### config.mk
export PLATFORM = sky130hd
export DESIGN_NAME = pulse_handshake_tx
export DESIGN_NICKNAME = d
export VERILOG_FILES = /design/src/rtl/pulse_handshake_tx.sv
export SDC_FILE = /design/constraint.sdc
export NUM_CORES = 1
export LEC_CHECK = 0
export BUFFER_PORTS_ARGS = -buffer_cell sky130_fd_sc_hd__buf_4
export CAP_MARGIN = 30
export CORE_UTILIZATION = 28
export DETAILED_ROUTE_END_ITERATION = 10
export SKIP_LAST_GASP = 1
export SYNTH_ARGS = -nofsm -noshare
export SYNTH_HDL_FRONTEND = slang
export SYNTH_SLANG_ARGS = --single-unit
### constraint.sdc
create_clock -name clk -period 3 [get_ports clk]
set_input_delay 0.3 -clock clk [delete_from_list [all_inputs] [get_ports clk]]
set_output_delay 0.3 -clock clk [all_outputs]
set_load 0.02 [all_outputs]
### src/rtl/pulse_handshake_tx.sv
// rtl/pulse_handshake_tx.sv - source side of a 4-phase req/ack pulse transfer with event queue
module pulse_handshake_tx #(
  parameter int SYNC_STAGES = 2,
  parameter int PENDING_W   = 4
) (
  input  logic                 clk,
  input  logic                 rst_n,
  input  logic                 pulse_i,
  input  logic                 clr_overflow_i,
  input  logic                 ack_i,
  output logic                 req_o,
  output logic                 busy_o,
  output logic                 done_o,
  output logic [PENDING_W-1:0] pending_o,
  output logic                 overflow_o
);

  typedef enum logic [1:0] {IDLE, REQ, RELEASE} state_t;

  localparam logic [PENDING_W-1:0] PEND_MAX = '1;

  state_t                 state;
  state_t                 state_nx;
  logic [SYNC_STAGES-1:0] ack_sync;
  logic                   ack_s;
  logic [PENDING_W-1:0]   pending;
  logic [PENDING_W-1:0]   pending_nx;
  logic                   overflow;
  logic                   overflow_nx;
  logic                   req;
  logic                   req_nx;
  logic                   start;
  logic                   direct;
  logic                   inc;
  logic                   dec;

  always_ff @(posedge clk or negedge rst_n) begin
    if (!rst_n) begin
      ack_sync <= '0;
    end else begin
      ack_sync <= {ack_sync[SYNC_STAGES-2:0], ack_i};
    end
  end

  assign ack_s = ack_sync[SYNC_STAGES-1];

  always_ff @(posedge clk or negedge rst_n) begin
    if (!rst_n) begin
      state    <= IDLE;
      req      <= 1'b0;
      pending  <= '0;
      overflow <= 1'b0;
    end else begin
      state    <= state_nx;
      req      <= req_nx;
      pending  <= pending_nx;
      overflow <= overflow_nx;
    end
  end

  // A stale ack (ack_s still high in IDLE) blocks a new request; the pulse is queued instead.
  always_comb begin
    start  = (state == IDLE) && !ack_s && (pulse_i || (pending != '0));
    direct = (state == IDLE) && !ack_s && pulse_i && (pending == '0);
    inc    = pulse_i && !direct;
    dec    = start && (pending != '0);

    state_nx = state;
    case (state)
      IDLE:    if (start) state_nx = REQ;
      REQ:     if (ack_s) state_nx = RELEASE;
      RELEASE: if (!ack_s) state_nx = IDLE;
      default: state_nx = IDLE;
    endcase
    req_nx = (state_nx == REQ);

    pending_nx  = pending;
    overflow_nx = overflow;
    if (clr_overflow_i) overflow_nx = 1'b0;
    if (inc && !dec) begin
      if (pending == PEND_MAX) overflow_nx = 1'b1;
      else                     pending_nx  = pending + 1'b1;
    end else if (dec && !inc) begin
      pending_nx = pending - 1'b1;
    end
  end

  // Outputs decode registered state only, so ack_i has no combinational path out.
  assign req_o      = req;
  assign done_o     = (state == RELEASE) && !ack_s;
  assign busy_o     = (state != IDLE) || (pending != '0);
  assign pending_o  = pending;
  assign overflow_o = overflow;

endmodule

==> reports/results.ini, run 1 <==
[run_status]
status = completed

[cts]
ctsResizeCount = 0
clk_latency_ns = 0.27
cts_sinks = 10
ctsHoldBuffers = 1
path_clk_slew_ns = 0.06
post-cts-setup-buffers = 0
cts_buffers = 3
clock_path_buffers = 2
htreeDepth = 1
cts_root_buf = clkbuf_4
cts_tree = done

[synth]
synthesis.area_um2 = 539
synth_fp_nets = 56
synth_cell_types = 26
yosysWarnings = 0
syn-instance-count = 48
synth-seq-cells = 10
syn_area_per_cell_um2 = 11.2
ys_seq_area_frac = 0.464

[setup_path]
critPathLaunchType = flip-flop
worst-r2r-cell-count = 7
crit_type = reg2reg
cp.required_ns = 3.15
endpoint_kind = flip-flop
cp_max_fo = 8
path_cells = or3_1 > nand2_1 > ha_1 > a21o_1 > a21oi_1 > mux2i_1 > mux2_2
r2r-start = state[1]
rrSetupSlack_ns = 0.69
r2r_end = pending_o[3]
cpMaxStageDelayCell = or3_1
worstPathArrival_ns = 2.47
max_stage_delay_ns = 0.48

[power]
p_clk_frac = 0.180
p_per_area_nw_per_um2 = 966
combPwrFrac = 0.455
power.share.switching = 0.403
seqPwrFrac = 0.366
switching_power_mw = 0.269
p_leak_nw = 0.319
ir_worst_vdd_mv = 0.384
p_int_mw = 0.399

[grt]
grt_overflow = 0
antenna_found_initial = 0
grt_max_degree = 11
first_global_vias = 330
grt_pass1_wl_um = 1540
grt.total_usage = 0.111

[sta]
grt_setup_unrepaired = false
fmax_mhz = 432
fin_crit_ns = 2.31
fin_skew_ns = 0.000203
hold_viol_final = 0
tns_ns = 0
post-route-period-util = 0.771
maxSlewHeadroom = 0.761
drv_slew = 0
worst_pin_slew_ns = 0.354
setup_viol = 0

[detailed_routing]
drt-vias-per-instance = 4.82
ant_nets = 0
wl_um = 962
dr.pass1.iters = 4
vias = 424
drt_iter0_markers = 11
wl_per_cell_um = 10.9
drc = 0

[worst_hold_path]
hold_start = ack_i
worstHoldEndpoint = ack_sync[0]
whs_path_depth = 1
hp-class = in2reg

[floorplan]
die-area_um2 = 2110
core_um2 = 1760
die_x_um = 45.9
start_util = 0.306
die_h_um = 45.9
rows = 15
io_pins = 13

[layout]
layout_common_cells = buf_4 (12), dfrtp_1 (10), mux2i_1 (4)
drive_above_1_share = 0.302
antennaDiodeCount = 0
layout.nets = 72
fill_cells = 197
layout_commonest_cell = buf_4
syn2layout_area_growth_pct = 28.3
final_util = 0.392

[placement]
io_buffer_count = 12
globalplace.congestion = 0.752
hpwl_um = 729

[run]
maxCapViolCount = 0

## sequential cells by signal, summed over array words and instances (netlist names)
register    cells
pending_o       4
req_o           1
overflow_o      1
state           2
ack_sync        2
## power groups by stage
stage | sequential, mW | clock [mW] | combinational, mW
floorplan | 0.270 | 0 | 0.176
global route | 0.254 | 0.131 | 0.333
global placement | 0.247 | 0 | 0.298
finish | 0.244 | 0.120 | 0.304
detailed placement | 0.246 | 0 | 0.303
CTS | 0.244 | 0.125 | 0.306
## area by class of cell
| class | count | area [µm²] | area share |
|---|---|---|---|
| multi-input cells | 35 | 270 | 0.391 |
| flip-flops and latches | 10 | 250 | 0.362 |
| repair buffers | 13 | 100 | 0.145 |
| clock buffers | 4 | 36.3 | 0.0524 |
| well taps | 25 | 31.3 | 0.0452 |
| inverters | 1 | 3.75 | 0.00542 |
## worst max path at each step
stage	startpoint	endpoint	slack, ns	cells past startpoint
finish	state[1]	pending_o[3]	0.69	7
global route	state[1]	pending_o[3]	0.54	7
CTS	state[1]	pending_o[3]	0.69	7
detailed placement	state[1]	pending_o[3]	0.71	7
global placement	state[1]	pending_o[3]	0.75	7
floorplan	ack_sync[1]	pending_o[3]	0.85	8
## critical path, delay by kind of cell, from the launching register on
kind | cells | cell delay, ns
fa+ha+maj | 1 | 0.27
compound gates | 2 | 0.41
mux | 2 | 0.38
simple gates | 2 | 0.70
flops | 1 | 0.43
## per-layer routing
| layer | track usage | up-vias | part of all wire | wire length, µm |
|---|---|---|---|---|
| li1 | - | 204 | - | - |
| met1 | 0.160 | 195 | 0.48 | 466 |
| met2 | 0.130 | 22 | 0.41 | 399 |
| met3 | 0.0595 | 3 | 0.087 | 84 |
| met4 | 0.0529 | 0 | 0.010 | 10 |
| met5 | 0 | - | 0 | 0 |
## Yosys cell counts (all sizes together)
library cell / count / share of area
a21o: 1 / 0.014
a21oi: 1 / 0.0093
and2: 1 / 0.014
and3: 1 / 0.012
buf: 1 / 0.021
clkbuf: 1 / 0.0070
dfrtp: 10 / 0.46
fa: 1 / 0.037
ha: 2 / 0.046
inv: 1 / 0.0070
mux2: 1 / 0.021
mux2i: 4 / 0.074
nand2: 2 / 0.014
nand2b: 1 / 0.012
nand4: 1 / 0.012
nor2: 2 / 0.014
nor3: 3 / 0.028
nor3b: 1 / 0.014
nor4: 1 / 0.012
o21ai: 2 / 0.019
o221ai: 2 / 0.032
o22ai: 1 / 0.012
or3: 3 / 0.044
or4: 1 / 0.014
xor2: 3 / 0.049
## cells by family after synthesis
| logic type | after synthesis | share of synthesized area |
|---|---|---|
| adders and majority gates | 3 | 0.0835 |
| and+or+nand+nor | 17 | 0.188 |
| buffers and inverters | 3 | 0.0348 |
| AOI/OAI and AO/OA | 7 | 0.0859 |
| muxes | 5 | 0.0951 |
| DFF | 10 | 0.464 |
| xor gates and xnor gates | 3 | 0.0487 |
## metrics by stage
stage          cell area, µm²  power (mW)  hold slack, ns  std cells  setup WS, ns
6_report                  692       0.668           0.136         88         0.686
5_1_grt                   692       0.718           0.120         88         0.545
4_1_cts                   692       0.676           0.128         88         0.692
3_5_place_dp              646       0.549           0.136         83         0.711
3_3_place_gp              646       0.546           0.133         83         0.754
2_1_floorplan             539       0.446         0.00441         48         0.852
No activity file was read; power rests on OpenSTA's default activity.
==> run 2, diff against run 1 <==
--- a/config.mk
+++ b/config.mk
@@ -5,6 +5,7 @@
 export SDC_FILE = /design/constraint.sdc
 export NUM_CORES = 1
 export LEC_CHECK = 0
+export ABC_AREA = 1
 export BUFFER_PORTS_ARGS = -buffer_cell sky130_fd_sc_hd__buf_4
 export CAP_MARGIN = 30
 export CORE_UTILIZATION = 28
==> constraint.sdc (replaced) <==
create_clock -name clk -period 2.2 [get_ports clk]
set_input_delay 0.22 -clock clk [delete_from_list [all_inputs] [get_ports clk]]
set_output_delay 0.22 -clock clk [all_outputs]
set_load 0.02 [all_outputs]
==> run 2 against run 1 <==
  * Core utilization rose by 0.99 points
  * Combinational power rose by 38%
  * Clock power rose by 38%
  * Area after synthesis rose by 3.2%
  * Clock-buffer cell count did not move
  * Non-clock buffer count did not move
  * Critical endpoint unchanged
  * Largest power group unchanged
  * Highest routed layer unchanged
==> reports/results.ini, run 2 <==
[placement]
globalplace.congestion = 0.766
hpwl_um = 818
io_buffer_count = 12
dpl_cell_area_um2 = 678

[cts]
cts_root_buf = clkbuf_4
cts_sinks = 10
post-cts-setup-buffers = 0
cts_buffers = 3
clk_latency_ns = 0.27
path_clk_slew_ns = 0.07
htreeDepth = 1
clock_path_buffers = 2
cts_tree = done

[synth]
ys_seq_area_frac = 0.449
synthesis.area_um2 = 557
syn-instance-count = 64
yosys-top-cells-count = nand2_1 (14), dfrtp_1 (10), inv_1 (10)
syn_area_per_cell_um2 = 8.70
synth_cell_types = 21
synth_area_leaders = dfrtp_1 (45%), nand2_1 (9.4%), inv_1 (6.7%), nand3_2 (5.4%), ha_1 (4.5%)
synth_edf_count = 0
synth_fp_nets = 72
synth-seq-cells = 10
synthFlopType = dfrtp_1
synth_area_leader_cell = dfrtp_1
async_flop_share = 1.00
synth.top_cell.area_share = 0.449
synth_most_common_cell = nand2_1
yosysWarnings = 0

[sta]
hold_viol_final = 0
grt_setup_unrepaired = false
maxSlewHeadroom = 0.824
worst_pin_slew_ns = 0.264
fin_crit_ns = 1.67
post-route-period-util = 0.757
drv_slew = 0
fin_skew_ns = 0.00371
setup_viol = 0
tns_ns = 0
fmax_mhz = 600

[setup_path]
r2r_end = pending_o[3]
cp.required_ns = 2.36
rrSetupSlack_ns = 0.53
max_stage_delay_ns = 0.41
cp_max_fo = 5
path_cells = nor2_2 > nand2_2 > nand2_2 > ha_1 > nor2_1 > inv_1 > nand2_1 > nand3_1 > nand4_1 > nand2_1
cp_top_family = simple AND/OR/NAND/NOR gates
worst-r2r-cell-count = 10
endpoint_kind = flip-flop
critPathLaunchType = flip-flop
startpoint = state[0]
r2r-start = state[0]
crit_type = reg2reg
critPathBufInv = 1
cpMaxStageDelayCell = dfrtp_1
worstPathArrival_ns = 1.82

[grt]
grt_pass1_wl_um = 1690
grt_overflow = 0
grt_max_degree = 11
grt.total_usage = 0.119
antenna_found_initial = 0
first_global_vias = 394

[power]
p_leak_nw = 0.382
combPwrFrac = 0.472
p_clk_frac = 0.186
ir_worst_vdd_mv = 0.564
seqPwrFrac = 0.341
p_per_area_nw_per_um2 = 1230
p_int_mw = 0.510
power.share.switching = 0.428
switching_power_mw = 0.381

[detailed_routing]
drc = 0
dr.pass1.iters = 2
wl_um = 1030
drt_iter0_markers = 2
wl_per_cell_um = 9.69
ant_nets = 0
drt-vias-per-instance = 4.27
vias = 453

[layout]
syn2layout_area_growth_pct = 30.1
layout.nets = 90
largest_reg_flops = 4
layout_common_cells = nand2_1 (14), buf_4 (12), inv_1 (10), dfrtp_1 (10)
antennaDiodeCount = 0
layout_commonest_cell = nand2_1
finish.instance_area_um2 = 724
drive_above_1_share = 0.333

[run]
maxCapViolCount = 0

[worst_hold_path]
worstHoldEndpoint = ack_sync[0]
whs_path_depth = 1
hold_start = ack_i
hp-class = in2reg

[floorplan]
core_um2 = 1800
rows = 15
start_util = 0.309
die_x_um = 46.6
die-area_um2 = 2170
io_pins = 13
die_h_um = 46.6

[run_status]
status = completed

==> run 2: cell count changes after synthesis, sizes merged, moves of 3 or more <==
cell,change
nand2,+16
inv,+10
nand3,+5
mux2i,-4
nor2,+4
or3,-3
==> run 2: power by group through the flow <==
stage	clock network (mW)	logic (mW)	registers, mW
after CTS	0.175	0.425	0.305
final	0.166	0.421	0.304
after detailed placement	0	0.421	0.309
after global routing	0.191	0.475	0.316
after global placement	0	0.416	0.307
after floorplan	0	0.244	0.346
==> run 2: how the worst max path moves through the flow <==
stage | cells past startpoint | to | slack [ns]
after floorplan | 10 | pending_o[3] | 0.69
after global placement | 10 | pending_o[3] | 0.60
after detailed placement | 10 | pending_o[3] | 0.54
after CTS | 10 | pending_o[3] | 0.52
after global routing | 10 | pending_o[3] | 0.40
final | 10 | pending_o[3] | 0.53
==> run 2: repair_timing <==
action / 4_1_cts / 5_1_grt
gates resized for setup: 0 / 0
hold buffers: 1 / 0
endpoints found under the hold margin: 10 / 0
==> run 2: cell type report <==
type | instances | area (µm²)
clock buffer | 4 | 36.3
fill | 204 | 1080
inverter | 12 | 45.0
multi-input combinational | 42 | 262
sequential | 10 | 250
tap | 25 | 31.3
timing repair buffer | 13 | 100
==> run 2: metrics by stage <==
step           std cells  hold slack (ns)  power, mW   util  setup WS, ns
2_1_floorplan         64          -0.0756      0.591      -         0.695
3_3_place_gp         101           0.0560      0.723  0.376         0.601
3_5_place_dp         101           0.0573      0.730  0.376         0.535
4_1_cts              106           0.0456      0.905  0.402         0.518
5_1_grt              106           0.0305      0.982  0.402         0.398
6_report             106           0.0581      0.891  0.402         0.535
==> run 2: logic make-up (layout without fill, tap and decap cells) <==
kind of cell               Yosys count  after routing  synth area share
adders and majority gates            3              3            0.0809
xor gates and xnor gates             2              2            0.0315
DFF                                 10             10             0.449
AOI/OAI and AO/OA                    5              5            0.0517
and+or+nand+nor                     32             32             0.306
buffers and inverters               12             29            0.0809
==> run 2: layer usage <==
layer / track usage / share of wire / vias to the layer above
met5: 0 / 0 / -
met4: 0.0353 / 0.0039 / 0
met2: 0.169 / 0.46 / 9
met3: 0.0706 / 0.066 / 2
li1: - / - / 234
met1: 0.149 / 0.47 / 208
